===== config.mk =====
export PLATFORM = sky130hd
export DESIGN_NAME = traffic_light_monitor
export DESIGN_NICKNAME = d
export VERILOG_FILES = /design/src/rtl/traffic_pkg.sv /design/src/rtl/tl_dwell_counter.sv /design/src/rtl/traffic_light_monitor.sv
export SDC_FILE = /design/constraint.sdc
export NUM_CORES = 1
export LEC_CHECK = 0
export BUFFER_PORTS_ARGS = -buffer_cell sky130_fd_sc_hd__buf_2
export CORE_MARGIN = 5
export CORE_UTILIZATION = 55
export CTS_CLUSTER_SIZE = 14
export DETAILED_ROUTE_END_ITERATION = 8
export GPL_TIMING_DRIVEN = 0
export PLACE_DENSITY = 0.78
export SLEW_MARGIN = 20
export SYNTH_ARGS = -nofsm -noshare
export SYNTH_HDL_FRONTEND = slang
export SYNTH_SLANG_ARGS = --single-unit

===== constraint.sdc =====
create_clock -name clk -period 2 [get_ports clk]
set_input_delay 0.4 -clock clk [delete_from_list [all_inputs] [get_ports clk]]
set_output_delay 0.4 -clock clk [all_outputs]
set_load 0.01 [all_outputs]

===== src/rtl/traffic_pkg.sv =====
// Shared definitions for the traffic light monitor: phase codes, monitor states,
// fault codes and lamp helpers.
package traffic_pkg;

  typedef logic [1:0] light_t;

  localparam light_t LIGHT_RED     = 2'b00;
  localparam light_t LIGHT_YELLOW  = 2'b01;
  localparam light_t LIGHT_GREEN   = 2'b10;
  localparam light_t LIGHT_ILLEGAL = 2'b11;

  typedef enum logic [1:0] {
    ST_INIT  = 2'd0,
    ST_RUN   = 2'd1,
    ST_FAULT = 2'd2
  } mon_state_e;

  typedef logic [2:0] fault_code_t;

  localparam fault_code_t FLT_NONE  = 3'd0;
  localparam fault_code_t FLT_CODE  = 3'd1;
  localparam fault_code_t FLT_TRANS = 3'd2;
  localparam fault_code_t FLT_SHORT = 3'd3;
  localparam fault_code_t FLT_LONG  = 3'd4;

  typedef struct packed {
    logic red;
    logic yellow;
    logic green;
  } lamps_t;

  localparam lamps_t LAMPS_RED    = '{red: 1'b1, yellow: 1'b0, green: 1'b0};
  localparam lamps_t LAMPS_YELLOW = '{red: 1'b0, yellow: 1'b1, green: 1'b0};
  localparam lamps_t LAMPS_GREEN  = '{red: 1'b0, yellow: 1'b0, green: 1'b1};

  // Only the forward ring Red -> Yellow -> Green -> Red is a legal phase change.
  function automatic logic legal_next(light_t cur, light_t nxt);
    return (cur == LIGHT_RED    && nxt == LIGHT_YELLOW) ||
           (cur == LIGHT_YELLOW && nxt == LIGHT_GREEN)  ||
           (cur == LIGHT_GREEN  && nxt == LIGHT_RED);
  endfunction

  function automatic lamps_t light_to_lamps(light_t code);
    case (code)
      LIGHT_YELLOW: return LAMPS_YELLOW;
      LIGHT_GREEN:  return LAMPS_GREEN;
      default:      return LAMPS_RED;
    endcase
  endfunction

endpackage


===== src/rtl/tl_dwell_counter.sv =====
// Saturating dwell counter: clear to 0, load to 1 on a phase change, or count up
// to MAX_DWELL while the phase is held.
module tl_dwell_counter #(
  parameter int DWELL_W   = 5,
  parameter int MAX_DWELL = 16
) (
  input  logic               clk,
  input  logic               reset_n,
  input  logic               clr,
  input  logic               load_one,
  input  logic               inc,
  output logic [DWELL_W-1:0] dwell
);

  logic [DWELL_W-1:0] dwell_q, dwell_d;

  always_comb begin
    // NOTE: default assignment first, so no path through this block leaves
    // dwell_d unassigned and infers a latch.
    dwell_d = dwell_q;
    if (clr) begin
      dwell_d = '0;
    end else if (load_one) begin
      dwell_d = DWELL_W'(1);
    end else if (inc && (dwell_q != DWELL_W'(MAX_DWELL))) begin
      dwell_d = dwell_q + DWELL_W'(1);
    end
  end

  always_ff @(posedge clk or negedge reset_n) begin
    // NOTE: non-blocking assignments for every flop, so all registers update
    // together from values sampled before the edge.
    if (!reset_n) begin
      dwell_q <= '0;
    end else begin
      dwell_q <= dwell_d;
    end
  end

  assign dwell = dwell_q;

endmodule


===== src/rtl/traffic_light_monitor.sv =====
// Checks the traffic light phase stream, drives registered lamps and latches a
// sticky fault. Define TL_MON_FLASH_EN for a flashing-yellow fail-safe display.
module traffic_light_monitor
  import traffic_pkg::*;
#(
  parameter int MIN_DWELL  = 1,
  parameter int MAX_DWELL  = 16,
  parameter int DWELL_W    = 5,
  parameter int CNT_W      = 8,
  parameter int FLASH_HALF = 4
) (
  input  logic             clk,
  input  logic             reset_n,
  input  logic [1:0]       light_in,
  input  logic             clear_fault,
  output logic             lamp_red,
  output logic             lamp_yellow,
  output logic             lamp_green,
  output logic             fault,
  output logic [2:0]       fault_code,
  output logic [CNT_W-1:0] cycle_count
);

  mon_state_e       state_q, state_d;
  light_t           prev_q, prev_d;
  lamps_t           lamps_q, lamps_d;
  logic             fault_q, fault_d;
  fault_code_t      code_q, code_d;
  logic [CNT_W-1:0] cnt_q, cnt_d;

  logic               dwell_clr, dwell_load, dwell_inc;
  logic [DWELL_W-1:0] dwell;
  fault_code_t        viol;

`ifdef TL_MON_FLASH_EN
  localparam int FLASH_W = (FLASH_HALF > 1) ? $clog2(FLASH_HALF) : 1;
  localparam lamps_t LAMPS_FAULT_ENTRY = LAMPS_YELLOW;
  logic [FLASH_W-1:0] flash_cnt_q, flash_cnt_d;
`else
  localparam lamps_t LAMPS_FAULT_ENTRY = LAMPS_RED;
`endif

  tl_dwell_counter #(
    .DWELL_W   (DWELL_W),
    .MAX_DWELL (MAX_DWELL)
  ) u_dwell (
    .clk      (clk),
    .reset_n  (reset_n),
    .clr      (dwell_clr),
    .load_one (dwell_load),
    .inc      (dwell_inc),
    .dwell    (dwell)
  );

  always_comb begin
    state_d    = state_q;
    prev_d     = prev_q;
    lamps_d    = lamps_q;
    fault_d    = fault_q;
    code_d     = code_q;
    cnt_d      = cnt_q;
    dwell_clr  = 1'b0;
    dwell_load = 1'b0;
    dwell_inc  = 1'b0;
    viol       = FLT_NONE;
`ifdef TL_MON_FLASH_EN
    flash_cnt_d = flash_cnt_q;
`endif

    case (state_q)
      ST_INIT: begin
        lamps_d = LAMPS_RED;
        if (light_in == LIGHT_RED) begin
          state_d    = ST_RUN;
          prev_d     = LIGHT_RED;
          dwell_load = 1'b1;
        end
      end

      ST_RUN: begin
        // Checks are ordered so only the highest-priority violation is recorded.
        if (light_in == LIGHT_ILLEGAL) begin
          viol = FLT_CODE;
        end else if (light_in == prev_q) begin
          if (dwell == DWELL_W'(MAX_DWELL)) viol = FLT_LONG;
          else                              dwell_inc = 1'b1;
        end else if (!legal_next(prev_q, light_in)) begin
          viol = FLT_TRANS;
        end else if (dwell < DWELL_W'(MIN_DWELL)) begin
          viol = FLT_SHORT;
        end else begin
          prev_d     = light_in;
          dwell_load = 1'b1;
          if (prev_q == LIGHT_GREEN) cnt_d = cnt_q + CNT_W'(1);
        end

        if (viol != FLT_NONE) begin
          state_d = ST_FAULT;
          fault_d = 1'b1;
          code_d  = viol;
          lamps_d = LAMPS_FAULT_ENTRY;
`ifdef TL_MON_FLASH_EN
          flash_cnt_d = '0;
`endif
        end else begin
          lamps_d = light_to_lamps(light_in);
        end
      end

      ST_FAULT: begin
        if (clear_fault) begin
          state_d   = ST_INIT;
          fault_d   = 1'b0;
          code_d    = FLT_NONE;
          dwell_clr = 1'b1;
          lamps_d   = LAMPS_RED;
        end else begin
`ifdef TL_MON_FLASH_EN
          lamps_d.red   = 1'b0;
          lamps_d.green = 1'b0;
          if (flash_cnt_q == FLASH_W'(FLASH_HALF - 1)) begin
            flash_cnt_d    = '0;
            lamps_d.yellow = ~lamps_q.yellow;
          end else begin
            flash_cnt_d = flash_cnt_q + FLASH_W'(1);
          end
`else
          lamps_d = LAMPS_RED;
`endif
        end
      end

      default: begin
        state_d = ST_INIT;
        lamps_d = LAMPS_RED;
      end
    endcase
  end

  always_ff @(posedge clk or negedge reset_n) begin
    if (!reset_n) begin
      state_q <= ST_INIT;
      prev_q  <= LIGHT_RED;
      lamps_q <= LAMPS_RED;
      fault_q <= 1'b0;
      code_q  <= FLT_NONE;
      cnt_q   <= '0;
    end else begin
      state_q <= state_d;
      prev_q  <= prev_d;
      lamps_q <= lamps_d;
      fault_q <= fault_d;
      code_q  <= code_d;
      cnt_q   <= cnt_d;
    end
  end

`ifdef TL_MON_FLASH_EN
  always_ff @(posedge clk or negedge reset_n) begin
    if (!reset_n) begin
      flash_cnt_q <= '0;
    end else begin
      flash_cnt_q <= flash_cnt_d;
    end
  end
`endif

  assign lamp_red    = lamps_q.red;
  assign lamp_yellow = lamps_q.yellow;
  assign lamp_green  = lamps_q.green;
  assign fault       = fault_q;
  assign fault_code  = code_q;
  assign cycle_count = cnt_q;

endmodule


==> impl_metrics.ini <==
[outcome]
outcome = completed

[power]
p_comb_share_pct = 27.2
cellPowerDensity_nw_per_um2 = 776
p_leak_nw = 0.723
intPower_mw = 0.792
peakVddDrop_v = 0.000729
p_seq_share_pct = 50.8
switching_share_pct = 33.0
p_switching_mw = 0.391
clockPowerShare_pct = 22.0

[synthesis]
synth_edf_count = 0
synthFlopType = dfrtp_1
yosys_warnings = 0
synth_nets = 129
async_flop_share_pct = 100
seq_area_frac_synth_pct = 44.6
postSynthCellCount = 117
synth.ff_latch_count = 24
syn_area_um2 = 1350
synth.distinct_cells = 45
avgSynthCellArea_um2 = 11.5

[timing]
grt_setup_unrepaired = no
hold_viol_final = 0
fmax_mhz = 529
post-route-min-period_ns = 1.89
worstMarginPinSlew_ns = 0.645
setup_violations = 0
fin_skew_ns = 0.00163
fin_ws_ns = 0.109
period_share_pct = 94.6
maxSlewViolCount = 0
slew_headroom_pct = 56.6

[cells_and_area]
area_growth_syn_to_layout_pct = 13.0
num_antenna_cells = 0
final_util_pct = 63.2
nFillCells = 181
layout-drive-gt1-share_pct = 30.0
nets = 153

[worst_setup_path]
critPathMaxFanout = 9
r2r_end = cycle_count[1]$_DFFE_PN0P_
end_kind = flop
r2r_slack_ns = 0.11
crit_path_start_kind = flop
cpPeakStageDelay_ns = 0.48
reg2reg_from = prev_q[0]$_DFFE_PN0P_
crit_start = prev_q[0]$_DFFE_PN0P_
crit_slowest_cell = dfrtp_1
arrival_ns = 2.11
required_ns = 2.22
path_depth = 5
endpoint = cycle_count[1]$_DFFE_PN0P_
path_cells = mux2i_1 > o2bb2ai_2 > nand4_4 > nor2_2 > mux2_1
crit_type = flop to flop
crit_family = multiplexers
reg2regPathDepth = 5
cp.buffers_inverters = 0

[grt]
antenna_found_initial = 0
grt_pass1_wl_mm = 4.24
grt_pass1_vias = 952
grt_max_degree = 25
track_usage_pct = 15.9
grt_overflow = 0

[detailed_routing]
via_count = 967
wl_mm = 2.58
dr.first_iter.drc_count = 29
drt_pass1_iterations = 4
viasPerCell = 5.69
wl_per_cell_um = 15.2
drc = 0
drtAntennaViolNets = 0

[clock_network]
cts_tree = done
cts_made_buffers = 3
cts_buffer_depth = 2
cts_max_level = 1
clock-root-buffer = clkbuf_4
post-cts-setup-buffers = 0
cts.sinks = 24
insertion_delay_ns = 0.32
path_clk_slew_ns = 0.13

[place]
post-place-ws_ns = -0.200
hpwl_mm = 1.89
place.gp.congestion = 0.758
port_buffers = 19

[die]
initial_core_util_pct = 56.0
coreArea_um2 = 2410
fp-row-count = 18
die_h_um = 59.5
die_w_um = 59.5
ios = 20
dieArea_um2 = 3540

[run]
max_cap_violations = 0

[min_path]
hold_class = input port to async pin
==> synthesized netlist by cell type (3+ instances only) <==
cell type | instances | area (um^2)
dfrtp_1 | 23 | 576
nor2_1 | 8 | 30.0
ha_1 | 7 | 87.6
nand2_1 | 7 | 26.3
nand3_1 | 7 | 35.0
inv_1 | 6 | 22.5
xnor2_1 | 6 | 52.6
xor2_1 | 5 | 43.8
and3_1 | 3 | 18.8
==> power by group through the flow <==
stage                     clock network, mW  registers, mW  logic [mW]
after floorplan                           0          0.612       0.217
after global placement                    0          0.602       0.316
after detailed placement                  0          0.606       0.320
after CTS                             0.266          0.598       0.323
after global routing                  0.296          0.608       0.351
final                                 0.260          0.601       0.322
==> routing by layer <==
metal	routed length (um)	track usage (%)	share of wire (%)
met5	0	0	0
met4	55	7.59	2.1
met1	1140	20.8	44
met3	142	2.61	5.5
met2	1250	25.6	48
==> registers in the layout (all words and copies together), names as in the netlist <==
register,flops
lamp_green,1
lamp_yellow,1
state_q,2
prev_q,2
fault,1
fault_code,3
cycle_count,8
u_dwell.dwell,5
lamp_red,1
==> worst reg2reg max path: stages, from the launching register on <==
cell and delay (ns):
dfrtp_1 0.48, mux2i_1 0.17, o2bb2ai_2 0.38, nand4_4 0.25, nor2_2 0.18, mux2_1 0.33
==> stage by stage <==
stage | setup TNS, ns | cells | area, um^2 | hold slack (ns) | power [mW]
after CTS | 0 | 170 | 1520 | 0.0497 | 1.19
after floorplan | 0 | 117 | 1350 | 0.104 | 0.829
after global routing | 0 | 170 | 1520 | 0.0597 | 1.25
final | 0 | 170 | 1520 | 0.0382 | 1.18
after global placement | -0.878 | 166 | 1480 | 0.406 | 0.918
after detailed placement | -1.11 | 166 | 1480 | 0.413 | 0.927
==> worst min-delay path by stage <==
stage             from                         end  cells past startpoint
2_1_floorplan  reset_n  cycle_count[0]$_DFFE_PN0P_                      0
3_3_place_gp   reset_n  cycle_count[1]$_DFFE_PN0P_                      1
3_5_place_dp   reset_n  cycle_count[0]$_DFFE_PN0P_                      1
4_1_cts        reset_n  cycle_count[0]$_DFFE_PN0P_                      1
5_1_grt        reset_n  cycle_count[0]$_DFFE_PN0P_                      1
6_report       reset_n  cycle_count[0]$_DFFE_PN0P_                      1
==> kinds of logic (layout without fill, tap and decap cells) <==
| logic type | after synthesis | count (layout) | share of synthesized area (%) |
|---|---|---|---|
| AO/OA/AOI/OAI | 15 | 15 | 9.74 |
| XOR/XNOR | 13 | 13 | 9.55 |
| multiplexers | 2 | 2 | 1.58 |
| buffers and inverters | 7 | 30 | 2.50 |
| adder cells (fa/ha/maj) | 7 | 7 | 6.49 |
| flip-flops | 24 | 24 | 44.6 |
| AND/OR/NAND/NOR | 49 | 49 | 25.5 |
==> cell usage in the layout (no fill, tap or decap), drive strengths merged, types with 3 or more instances in the layout <==
| master | netlist | routed |
|---|---|---|
| o2bb2ai | 3 | 3 |
| xnor2 | 6 | 6 |
| xor2 | 7 | 7 |
| buf | 1 | 20 |
| inv | 6 | 6 |
| nand2 | 7 | 7 |
| dfrtp | 23 | 23 |
| a31oi | 3 | 3 |
| clkbuf | 0 | 4 |
| nor2 | 9 | 9 |
| and3 | 3 | 3 |
| nand3 | 7 | 7 |
| nand4 | 3 | 3 |
| ha | 7 | 7 |
| o21ai | 3 | 3 |
| o31ai | 3 | 3 |
==> timing repair <==
action                     in CTS  in global routing
hold buffers                    0                  0
hold endpoints to repair        0                  0
gates resized for setup         1                  1
setup endpoints to repair       3                  2
pin swaps                       0                  1
==> layout make-up <==
cell class	instances	area [um^2]	area share, %
buffer	1	11.3	0.739
clock buffer	4	36.3	2.38
timing repair buffer	19	95.1	6.24
tap	30	37.5	2.46
multi-input combinational	86	718	47.1
sequential	24	603	39.6
inverter	6	22.5	1.48
(Power assumes the default switching activity.)
